===== src/rtl/m_shift_exec_pkg.sv =====
// Shift-op encodings, shift descriptor type and legality helper shared by the shift unit.
// Latency: n/a (types and pure functions only).
// Backpressure: n/a.
package m_shift_exec_pkg;

    localparam int DATA_W = 32;

    typedef enum logic [2:0] {
        SHIFT_SHL = 3'd0,
        SHIFT_SHR = 3'd1,
        SHIFT_ASR = 3'd2,
        SHIFT_ROL = 3'd3,
        SHIFT_ROR = 3'd4
    } e_shift_op;

    // op is kept as raw bits so reserved encodings 5..7 can be carried and flagged
    typedef struct packed {
        logic [2:0] op;
        logic [4:0] amount;
    } s_shift;

    function automatic logic f_shift_legal(input logic [2:0] op);
        return op <= 3'(SHIFT_ROR);
    endfunction

endpackage


===== src/rtl/m_shift_stage.sv =====
// Combinational shifter/rotator: shifts din by amt*GRAN using op; reserved ops pass din through.
// Latency: 0 cycles (purely combinational).
// Backpressure: none, no state.
module m_shift_stage
    import m_shift_exec_pkg::*;
#(
    parameter int GRAN  = 4,
    parameter int AMT_W = 3
) (
    input  logic [2:0]        op,
    input  logic [AMT_W-1:0]  amt,
    input  logic [DATA_W-1:0] din,
    output logic [DATA_W-1:0] dout
);

    localparam int unsigned SH_LSB = (GRAN == 4) ? 2 : 0;

    logic [4:0]          sh;
    logic [2*DATA_W-1:0] dbl;
    logic [2*DATA_W-1:0] rol_w;
    logic [2*DATA_W-1:0] ror_w;

    // Rotates use a doubled operand so the wrapped bits fall out of a plain shift
    always_comb begin
        sh    = 5'(amt) << SH_LSB;
        dbl   = {din, din};
        rol_w = dbl << sh;
        ror_w = dbl >> sh;
        case (op)
            3'(SHIFT_SHL): dout = din << sh;
            3'(SHIFT_SHR): dout = din >> sh;
            3'(SHIFT_ASR): dout = 32'($signed(din) >>> sh);
            3'(SHIFT_ROL): dout = rol_w[2*DATA_W-1:DATA_W];
            3'(SHIFT_ROR): dout = ror_w[DATA_W-1:0];
            default:       dout = din;
        endcase
    end

endmodule


===== src/rtl/m_shift_exec.sv =====
// Execute-stage shift unit: coarse (x4) stage then fine (x1) stage, result + tag + illegal flag out.
// Latency: 2 cycles accept-to-out_valid, 1 op/cycle throughput.
// Backpressure: out_ready stalls s2 then s1; in_ready = !s1_valid || s2 advancing, forced 0 on flush/reset.
module m_shift_exec
    import m_shift_exec_pkg::*;
#(
    parameter int TAG_W = 5
) (
    input  logic              clk,
    input  logic              rst_n,
    input  logic              flush,
    input  logic              in_valid,
    output logic              in_ready,
    input  logic [7:0]        in_shift,
    input  logic [DATA_W-1:0] in_operand,
    input  logic [TAG_W-1:0]  in_tag,
    output logic              out_valid,
    input  logic              out_ready,
    output logic [DATA_W-1:0] out_result,
    output logic [TAG_W-1:0]  out_tag,
    output logic              out_illegal
);

    s_shift              in_desc;
    logic [DATA_W-1:0]   coarse_val;
    logic [DATA_W-1:0]   fine_val;
    logic                s2_adv;
    logic                s1_to_s2;
    logic                accept;

    logic                s1_vld_q, s1_vld_d;
    logic [DATA_W-1:0]   s1_val_q, s1_val_d;
    logic [2:0]          s1_op_q, s1_op_d;
    logic [1:0]          s1_fine_q, s1_fine_d;
    logic [TAG_W-1:0]    s1_tag_q, s1_tag_d;
    logic                s1_ill_q, s1_ill_d;

    logic                s2_vld_q, s2_vld_d;
    logic [DATA_W-1:0]   s2_res_q, s2_res_d;
    logic [TAG_W-1:0]    s2_tag_q, s2_tag_d;
    logic                s2_ill_q, s2_ill_d;

    assign in_desc = s_shift'(in_shift);

    m_shift_stage #(.GRAN(4), .AMT_W(3)) u_coarse (
        .op   (in_desc.op),
        .amt  (in_desc.amount[4:2]),
        .din  (in_operand),
        .dout (coarse_val)
    );

    m_shift_stage #(.GRAN(1), .AMT_W(2)) u_fine (
        .op   (s1_op_q),
        .amt  (s1_fine_q),
        .din  (s1_val_q),
        .dout (fine_val)
    );

    // Handshake: s2 drains on out_ready, s1 follows, input accepted when s1 frees up
    always_comb begin
        s2_adv   = !s2_vld_q || out_ready;
        s1_to_s2 = s1_vld_q && s2_adv;
        in_ready = rst_n && !flush && (!s1_vld_q || s2_adv);
        accept   = in_valid && in_ready;
    end

    // Next-state for both pipeline stages; flush only kills valids, data is don't-care
    always_comb begin
        s1_vld_d  = s1_vld_q;
        s1_val_d  = s1_val_q;
        s1_op_d   = s1_op_q;
        s1_fine_d = s1_fine_q;
        s1_tag_d  = s1_tag_q;
        s1_ill_d  = s1_ill_q;
        s2_vld_d  = s2_vld_q;
        s2_res_d  = s2_res_q;
        s2_tag_d  = s2_tag_q;
        s2_ill_d  = s2_ill_q;

        if (accept) begin
            s1_vld_d  = 1'b1;
            s1_val_d  = coarse_val;
            s1_op_d   = in_desc.op;
            s1_fine_d = in_desc.amount[1:0];
            s1_tag_d  = in_tag;
            s1_ill_d  = !f_shift_legal(in_desc.op);
        end else if (s1_to_s2) begin
            s1_vld_d  = 1'b0;
        end

        if (s2_adv) begin
            s2_vld_d = s1_vld_q;
        end
        if (s1_to_s2) begin
            s2_res_d = fine_val;
            s2_tag_d = s1_tag_q;
            s2_ill_d = s1_ill_q;
        end

        if (flush) begin
            s1_vld_d = 1'b0;
            s2_vld_d = 1'b0;
        end
    end

    // Pipeline registers with synchronous active-low reset
    always_ff @(posedge clk) begin
        if (!rst_n) begin
            s1_vld_q  <= 1'b0;
            s1_val_q  <= '0;
            s1_op_q   <= '0;
            s1_fine_q <= '0;
            s1_tag_q  <= '0;
            s1_ill_q  <= 1'b0;
            s2_vld_q  <= 1'b0;
            s2_res_q  <= '0;
            s2_tag_q  <= '0;
            s2_ill_q  <= 1'b0;
        end else begin
            s1_vld_q  <= s1_vld_d;
            s1_val_q  <= s1_val_d;
            s1_op_q   <= s1_op_d;
            s1_fine_q <= s1_fine_d;
            s1_tag_q  <= s1_tag_d;
            s1_ill_q  <= s1_ill_d;
            s2_vld_q  <= s2_vld_d;
            s2_res_q  <= s2_res_d;
            s2_tag_q  <= s2_tag_d;
            s2_ill_q  <= s2_ill_d;
        end
    end

    assign out_valid   = s2_vld_q;
    assign out_result  = s2_res_q;
    assign out_tag     = s2_tag_q;
    assign out_illegal = s2_ill_q;

endmodule


===== config.mk =====
export PLATFORM = sky130hd
export DESIGN_NAME = m_shift_exec
export DESIGN_NICKNAME = d
export VERILOG_FILES = /design/src/rtl/m_shift_exec_pkg.sv /design/src/rtl/m_shift_stage.sv /design/src/rtl/m_shift_exec.sv
export SDC_FILE = /design/constraint.sdc
export NUM_CORES = 1
export LEC_CHECK = 0
export ABC_AREA = 0
export CAP_MARGIN = 5
export CORE_MARGIN = 2
export CORE_UTILIZATION = 50
export CTS_BUF_LIST = sky130_fd_sc_hd__clkbuf_2
export DETAILED_ROUTE_END_ITERATION = 6
export GPL_TIMING_DRIVEN = 0
export HOLD_SLACK_MARGIN = 0.03
export PLACE_DENSITY = 0.72
export SYNTH_ARGS = -nofsm -noshare
export SYNTH_HDL_FRONTEND = slang
export SYNTH_SLANG_ARGS = --single-unit

===== constraint.sdc =====
create_clock -name clk -period 5.4 [get_ports clk]
set_input_delay 0.81 -clock clk [delete_from_list [all_inputs] [get_ports clk]]
set_output_delay 0.81 -clock clk [all_outputs]
set_load 0.01 [all_outputs]

==> metrics.log, run 1 <==
INFO  metric report.final.hold_viol_count = 0
INFO  metric start_util = 51.4%
INFO  metric rsz0062_at_grt = false
INFO  metric post_cts.resized_instances = 0
INFO  metric period_share = 57.5%
INFO  metric detailed_place_hpwl = 28200 microns
INFO  metric drt_first_pass_iters = 7
INFO  metric maxCapViolCount = 0
INFO  metric layout-drive-gt1-share = 16.5%
INFO  metric finalMaxSlewViolations = 0
INFO  metric post_cts_hold_buffer_count = 0
INFO  metric syn-num-nets = 1072
INFO  metric tritoncts = built
INFO  metric number_of_h_tree_levels = 3
INFO  metric fmaxAchievable = 322 MHz
INFO  metric syn_area = 8580 sq um
INFO  metric grt_antenna_before_repair = 1
INFO  metric maximum_root_to_sink_buffer_count = 2
INFO  metric timing.max_slew.rel_slack = 15.3%
INFO  metric via_count_of_the_first_global_routing_pass = 9080
INFO  metric synth_cell_types = 69
INFO  metric placed_area = 9580 sq um
INFO  metric worstSetupStartpointType = primary input
INFO  metric numCtsBuffers = 9
INFO  metric path_cells = clkdlybuf4s50_1, nand2b_1, nor2_1, clkdlybuf4s50_1
INFO  metric asyncSetResetFlopFracSynth = 0%
INFO  metric total_nets_final = 1155
INFO  metric timing.critical_path.required = 4.59 ns
INFO  metric insertion_delay = 0.60 ns
INFO  metric synth-seq-cells = 83
INFO  metric core_area = 16700 sq um
INFO  metric synth_cells = 1022
INFO  metric irDropWorstVdd = 0.0928 mV
INFO  metric route.detailed.wl_per_inst = 28.3 microns
INFO  metric timing.setup.tns = 0 ns
INFO  metric chipWidth = 135 microns
INFO  metric cp_num_buf_inv = 2
INFO  metric crit_path_max_fanout = 8
INFO  metric kind_of_end_point_of_the_critical_path = output pin
INFO  metric grtUsageTotal = 40.3%
INFO  metric clkSlewWorstSetupHoldPaths = 0.27 ns
INFO  metric most_common_library_cell_in_the_layout_ignoring_fill_and_taps = nand2_1
INFO  metric critical_path.top_delay_family = buffers and inverters
INFO  metric final_weighted_congestion_of_routability_driven_global_placement = 1.03
INFO  metric number_of_rows_in_the_core_area = 47
INFO  metric final.min_clock_period = 3.11 ns
INFO  metric layout_common_cells = nand2_1, a21oi_1, dfxtp_1, o21ai_0, clkdlybuf4s50_1
INFO  metric crit_path_top_delay_cell = clkdlybuf4s50_1
INFO  metric worstMarginPinSlew = 1.26 ns
INFO  metric die_height = 135 microns
INFO  metric synth-seq-area-share = 19.4%
INFO  metric cpMostUsedCell = clkdlybuf4s50_1
INFO  metric top_level_ports = 90
INFO  metric detailroute.via_count = 9770
INFO  metric cts_root_buffer = clkbuf_2
INFO  metric route.antenna.remaining_nets = 0
INFO  metric gr-total-overflow = 0
INFO  metric slowest_delay = 0.65 ns
INFO  metric drt-total-wl = 37600 microns
INFO  metric detailed_route_drc_error_count = 0
INFO  metric outcome = finished, final reports clean
INFO  metric synth_top_flop_cell = dfxtp_1
INFO  metric timing.clock.skew = 0.0489 ns
INFO  metric grt_max_degree = 17
INFO  metric leakagePower = 3.38 nW
INFO  metric port_buffers = 72
INFO  metric powerDensity = 173 nW/um^2
INFO  metric design_area = 9680 sq um
INFO  metric avgViaCountPerCell = 7.34
INFO  metric setup_repair_bufs_after_cts = 0
INFO  metric number_of_synthesized_flops_with_an_enable_pin = 0
INFO  metric syn-mean-instance-area = 8.39 sq um
INFO  metric worstSetupPathType = primary input to output pin
INFO  metric tritoncts_num_sinks = 83
INFO  metric dieArea = 18200 sq um
INFO  metric drt_first_iter_violations = 1290
INFO  metric grt_first_pass_wirelength = 55600 microns
INFO  metric timing.critical_path.arrival = 2.30 ns
INFO  metric synthToLayoutAreaGrowth = 12.8%
INFO  metric timing.final.setup_violations = 0
INFO  metric classification_of_the_worst_slack_hold_path = flop to flop
INFO  metric count_of_warnings_emitted_by_yosys = 0
## worst min-delay path: stages (launching register included)
cell and delay [ns]:
dfxtp_1 0.37, nand2_1 0.05, a21boi_0 0.06
## cell usage after synthesis (10+ instances only)
library cell  number  area (sq um)
mux2_2            36           405
inv_1             10          37.5
o211ai_1          39           293
a21boi_0          21           158
dfxtp_1           83          1660
buf_4             17           128
mux2i_1           54           541
nand2_1           90           338
o21ai_1           12          60.1
buf_6             11           124
a221o_1           11           110
a211o_1           12           105
o21ai_0           72           360
clkbuf_1          54           203
nor2b_1           19           119
or3_1             11          68.8
nand3_1           23           115
a31oi_1           22           138
buf_2             34           170
a22o_1            18           158
a32oi_1           13           114
nor3_1            13          65.1
a21oi_1           87           435
a211oi_1          16           120
nor2_1            49           184
mux4_2            52          1170
## per-stage QoR
stage	util (%)	hold slack, ns	std cells	setup slack (ns)	power (mW)
after CTS	57.9	0.485	1330	2.28	1.65
after global routing	58.0	0.504	1331	2.21	1.73
final	58.0	0.480	1331	2.29	1.68
after global placement	57.3	0.451	1314	2.11	1.33
after detailed placement	57.3	0.456	1314	2.13	1.33
after floorplan	-	0.441	1022	3.05	1.10
## power breakdown
part           total (mW)  switching, mW  internal, mW  leakage (nW)
sequential          0.695         0.0518         0.643         0.676
clock               0.325          0.257        0.0681        0.0612
combinational       0.656          0.389         0.267          2.64
## layout make-up
| type | instances | area (sq um) |
|---|---|---|
| Inverter | 10 | 37.5 |
| Sequential cell | 83 | 1660 |
| Tap cell | 220 | 275 |
| Fill cell | 1631 | 7020 |
| Clock buffer | 9 | 45.0 |
| Buffer | 121 | 644 |
| Multi-Input combinational cell | 808 | 6240 |
| Clock inverter | 7 | 57.6 |
| Antenna cell | 1 | 2.50 |
| Timing Repair Buffer | 72 | 721 |
## registers in the layout (all words and copies together), names as in the netlist
| signal | cells |
|---|---|
| s1_fine_q | 2 |
| out_result | 32 |
| out_illegal | 1 |
| s1_op_q | 3 |
| s1_val_q | 32 |
| s1_vld_q | 1 |
| out_tag | 5 |
| s1_tag_q | 5 |
| s1_ill_q | 1 |
| out_valid | 1 |
## final timing paths
path         slack (ns)  depth (start not counted)                         end                       from
max                2.29                          4                    in_ready                      rst_n
min                0.48                          2     out_tag[3]$_SDFFE_PN0P_    out_tag[3]$_SDFFE_PN0P_
max reg2reg        2.96                          7  out_result[3]$_SDFFE_PN0P_  s1_fine_q[1]$_SDFFE_PN0P_
min reg2reg        0.48                          2     out_tag[3]$_SDFFE_PN0P_    out_tag[3]$_SDFFE_PN0P_
## layer usage
metal / global-route usage [%] / share of wire [%]
met3: 8.60 / 11
met5: 0 / 0
met4: 23.3 / 6.5
met1: 50.5 / 38
met2: 64.4 / 45
## cell families after synthesis
kind of cell,count (synthesis),share of synthesized area [%]
AO/OA/AOI/OAI,413,33.1
XOR/XNOR,8,0.904
buffers and inverters,131,7.95
AND/OR/NAND/NOR,245,14.0
multiplexers,142,24.7
flip-flops,83,19.4
Note: power is estimated with default switching activity, not from simulation.
==> run 2: changes to the inputs <==
--- a/config.mk
+++ b/config.mk
@@ -13,7 +13,7 @@
 export DETAILED_ROUTE_END_ITERATION = 6
 export GPL_TIMING_DRIVEN = 0
 export HOLD_SLACK_MARGIN = 0.03
-export PLACE_DENSITY = 0.72
+export PLACE_DENSITY = 0.75
 export SYNTH_ARGS = -nofsm -noshare
 export SYNTH_HDL_FRONTEND = slang
 export SYNTH_SLANG_ARGS = --single-unit
==> constraint.sdc (replaced) <==
create_clock -name clk -period 2.74 [get_ports clk]
set_input_delay 0.411 -clock clk [delete_from_list [all_inputs] [get_ports clk]]
set_output_delay 0.411 -clock clk [all_outputs]
set_load 0.01 [all_outputs]
==> run 2 against run 1 <==
Against the previous run: via count about the same; flip-flop and latch count unchanged; worst hold slack worse by 0.20 ns; final cell count unchanged; global-route usage up 1.8 points; combinational power up 98%; design area up 0.18%; worst setup slack worse by 2.3 ns; first-iteration DRC count up 5.9%; register-to-register slack worse by 2.8 ns; sequential power up 97%; largest cell class unchanged; largest power group unchanged.
==> metrics.log, run 2 (synthesis results as in run 1) <==
INFO  metric layout-drive-gt1-share = 16.4% (-0.090 points)
INFO  metric maxUsedRoutingLayer = met4
INFO  metric top_level_ports = 90 (unchanged)
INFO  metric number_of_h_tree_levels = 3 (unchanged)
INFO  metric layout.area.seq = 1660 sq um (unchanged)
INFO  metric route.detailed.wl_per_inst = 29.1 microns (+3.0%)
INFO  metric worstSetupPathType = primary input to flop
INFO  metric drt_first_pass_iters = 5 (-2)
INFO  metric routed_length_on_met2 = 16900 microns (+0.42%)
INFO  metric chipWidth = 135 microns (unchanged)
INFO  metric final.min_clock_period = 2.70 ns
INFO  metric worstSetupStartpointType = primary input
INFO  metric utilization = 58.1% (+0.10 points)
INFO  metric placed_insts = 1314 (unchanged)
INFO  metric port_buffers = 72 (unchanged)
INFO  metric placed_area = 9580 sq um (unchanged)
INFO  metric fillerInstances = 1593 (-2.3%)
INFO  metric avgViaCountPerCell = 7.35 (about the same)
INFO  metric grt_antenna_before_repair = 1 (unchanged)
INFO  metric report.final.hold_viol_count = 0 (unchanged)
INFO  metric total_nets_final = 1155 (unchanged)
INFO  metric classification_of_the_worst_slack_hold_path = primary input to flop
INFO  metric tritoncts = built
INFO  metric numCtsBuffers = 9 (unchanged)
INFO  metric timing.max_slew.rel_slack = 19.3% (+4.1 points)
INFO  metric timing.critical_path.arrival = 3.24 ns (+0.94 ns)
INFO  metric irDropWorstVdd = 0.217 mV (+130%)
INFO  metric layout_common_cells = nand2_1, a21oi_1, dfxtp_1, o21ai_0, clkdlybuf4s50_1
INFO  metric worstMarginPinSlew = 1.20 ns (-0.0605 ns)
INFO  metric most_common_library_cell_in_the_layout_ignoring_fill_and_taps = nand2_1
INFO  metric post_cts_hold_buffer_count = 0 (unchanged)
INFO  metric crit_path_max_fanout = 8 (unchanged)
INFO  metric detailroute.via_count = 9778 (+0.082%)
INFO  metric detailed_place_hpwl = 28700 microns (+1.6%)
INFO  metric drt_first_iter_violations = 1366 (+5.9%)
INFO  metric insertion_delay = 0.60 ns (about the same)
INFO  metric wl_met1 = 14500 microns (+2.5%)
INFO  metric powerDensity = 349 nW/um^2 (+100%)
INFO  metric detailed_route_drc_error_count = 0 (unchanged)
INFO  metric timing.critical_path.required = 3.28 ns (-1.31 ns)
INFO  metric route.antenna.remaining_nets = 0 (unchanged)
INFO  metric outcome = finished, final reports clean
INFO  metric final_cells = 1331 (unchanged)
INFO  metric tritoncts_num_sinks = 83 (unchanged)
INFO  metric synthToLayoutAreaGrowth = 13.0%
INFO  metric finalMaxSlewViolations = 0 (unchanged)
INFO  metric number_of_rows_in_the_core_area = 47 (unchanged)
INFO  metric drt-total-wl = 38800 microns (+3.0%)
INFO  metric maxCapViolCount = 0 (unchanged)
INFO  metric die_height = 135 microns (unchanged)
INFO  metric timing.clock.skew = 0.0380 ns (-0.0109 ns)
INFO  metric gr-total-overflow = 0 (unchanged)
INFO  metric cts_root_buffer = clkbuf_2
INFO  metric rsz0062_at_grt = false
INFO  metric maximum_root_to_sink_buffer_count = 2 (unchanged)
INFO  metric via_count_of_the_first_global_routing_pass = 9272 (+2.1%)
INFO  metric core_area = 16700 sq um (unchanged)
INFO  metric clkSlewWorstSetupHoldPaths = 0.27 ns (about the same)
INFO  metric grt_max_degree = 16 (-1)
INFO  metric multiInputGateArea = 6240 sq um (unchanged)
INFO  metric start_util = 51.4% (unchanged)
INFO  metric dieArea = 18200 sq um (unchanged)
INFO  metric fmaxAchievable = 371 MHz
INFO  metric kind_of_end_point_of_the_critical_path = flop
INFO  metric final_weighted_congestion_of_routability_driven_global_placement = 1.07 (+4.7%)
INFO  metric leakagePower = 3.39 nW (+0.33%)
INFO  metric timing.final.setup_violations = 0 (unchanged)
INFO  metric grt_first_pass_wirelength = 57800 microns (+3.8%)
INFO  metric period_share = 98.5%
INFO  metric setup_repair_bufs_after_cts = 0 (unchanged)
INFO  metric route.met3.wl = 4480 microns (+6.7%)
INFO  metric grtUsageTotal = 42.1% (+1.8 points)
INFO  metric design_area = 9700 sq um (+0.18%)
INFO  metric post_cts.resized_instances = 0 (unchanged)
==> run 2: changes by cell type in the layout (fill, tap and decap cells not counted), sizes merged <==
| cell | previous run | this run |
|---|---|---|
| bufinv | 0 | 1 |
| inv | 14 | 13 |
| clkinv | 1 | 2 |
| clkinvlp | 2 | 1 |
==> run 2: final timing paths <==
kind,startpoint,end,slack [ns],cells after the start
max,rst_n,s1_val_q[30]$_SDFFE_PN0P_,0.04,6
max reg2reg,s1_fine_q[1]$_SDFFE_PN0P_,out_result[3]$_SDFFE_PN0P_,0.16,7
min,in_operand[7],s1_val_q[7]$_SDFFE_PN0P_,0.28,3
min reg2reg,s1_tag_q[1]$_SDFFE_PN0P_,out_tag[1]$_SDFFE_PN0P_,0.48,2
==> run 2: metal layers <==
metal | global-route usage [%] | vias to the layer above
met2 | 65.7 | 859
met5 | 0 | -
met3 | 9.08 | 218
met4 | 24.9 | 0
met1 | 53.7 | 4539
li1 | - | 4162
==> run 2: stage by stage <==
stage | TNS, ns | hold WS (ns) | setup slack (ns) | power [mW]
2_1_floorplan | 0 | 0.441 | 0.791 | 2.16
3_3_place_gp | -9.39 | 0.452 | -0.465 | 2.63
3_5_place_dp | -8.03 | 0.457 | -0.470 | 2.62
4_1_cts | 0 | 0.252 | 0.176 | 3.31
5_1_grt | 0 | 0.239 | 0.0501 | 3.50
6_report | 0 | 0.277 | 0.0418 | 3.39
==> run 2: critical path, cell delays in order <==
cell,delay [ns]
clkdlybuf4s50_1,0.75
nand2b_1,0.19
nor3_1,0.75
o21ai_0,0.42
or4_1,0.60
o211ai_1,0.11
==> run 2: layout make-up <==
class	instances	share of cell area [%]
multi-input combinational	808	64.3
sequential	83	17.1
timing repair buffer	72	7.43
buffer	121	6.64
tap	220	2.84
clock inverter	7	0.774
clock buffer	9	0.464
inverter	10	0.387
antenna	1	0.0258
==> run 2: power by group <==
group / leakage, nW / internal (mW) / switching [mW]
Combinational: 2.64 / 0.526 / 0.775
Clock: 0.0723 / 0.219 / 0.496
Sequential: 0.676 / 1.27 / 0.103
Total: 3.39 / 2.01 / 1.37
==> run 3: changes to the inputs <==
--- a/config.mk
+++ b/config.mk
@@ -10,10 +10,11 @@
 export CORE_MARGIN = 2
 export CORE_UTILIZATION = 50
 export CTS_BUF_LIST = sky130_fd_sc_hd__clkbuf_2
+export CTS_CLUSTER_SIZE = 14
 export DETAILED_ROUTE_END_ITERATION = 6
 export GPL_TIMING_DRIVEN = 0
 export HOLD_SLACK_MARGIN = 0.03
-export PLACE_DENSITY = 0.75
+export PLACE_DENSITY = 0.72
 export SYNTH_ARGS = -nofsm -noshare
 export SYNTH_HDL_FRONTEND = slang
 export SYNTH_SLANG_ARGS = --single-unit
==> constraint.sdc (replaced) <==
create_clock -name clk -period 2.5 [get_ports clk]
set_input_delay 0.375 -clock clk [delete_from_list [all_inputs] [get_ports clk]]
set_output_delay 0.375 -clock clk [all_outputs]
set_load 0.01 [all_outputs]
==> results of run 3 <==
The final DEF is identical to that of run 1. Status: finished, final reports clean.
Among the figures that moved: setup slack after placement 2.13 ns -> -0.335 ns; clock-pin slew on the worst setup and hold paths 0.27 ns -> 0.29 ns; setup slack after layout 2.29 ns -> 0.0616 ns; hold slack 0.480 ns -> 0.248 ns; start point of the critical path rst_n -> s1_fine_q[1]$_SDFFE_PN0P_; end point of the critical path in_ready -> out_result[3]$_SDFFE_PN0P_; register-to-register setup slack 2.96 ns -> 0.06 ns; end point of the worst hold path out_tag[3]$_SDFFE_PN0P_ -> s1_val_q[7]$_SDFFE_PN0P_; total power 1.68 mW -> 3.62 mW; worst IR drop on VDD 0.0928 mV -> 0.200 mV
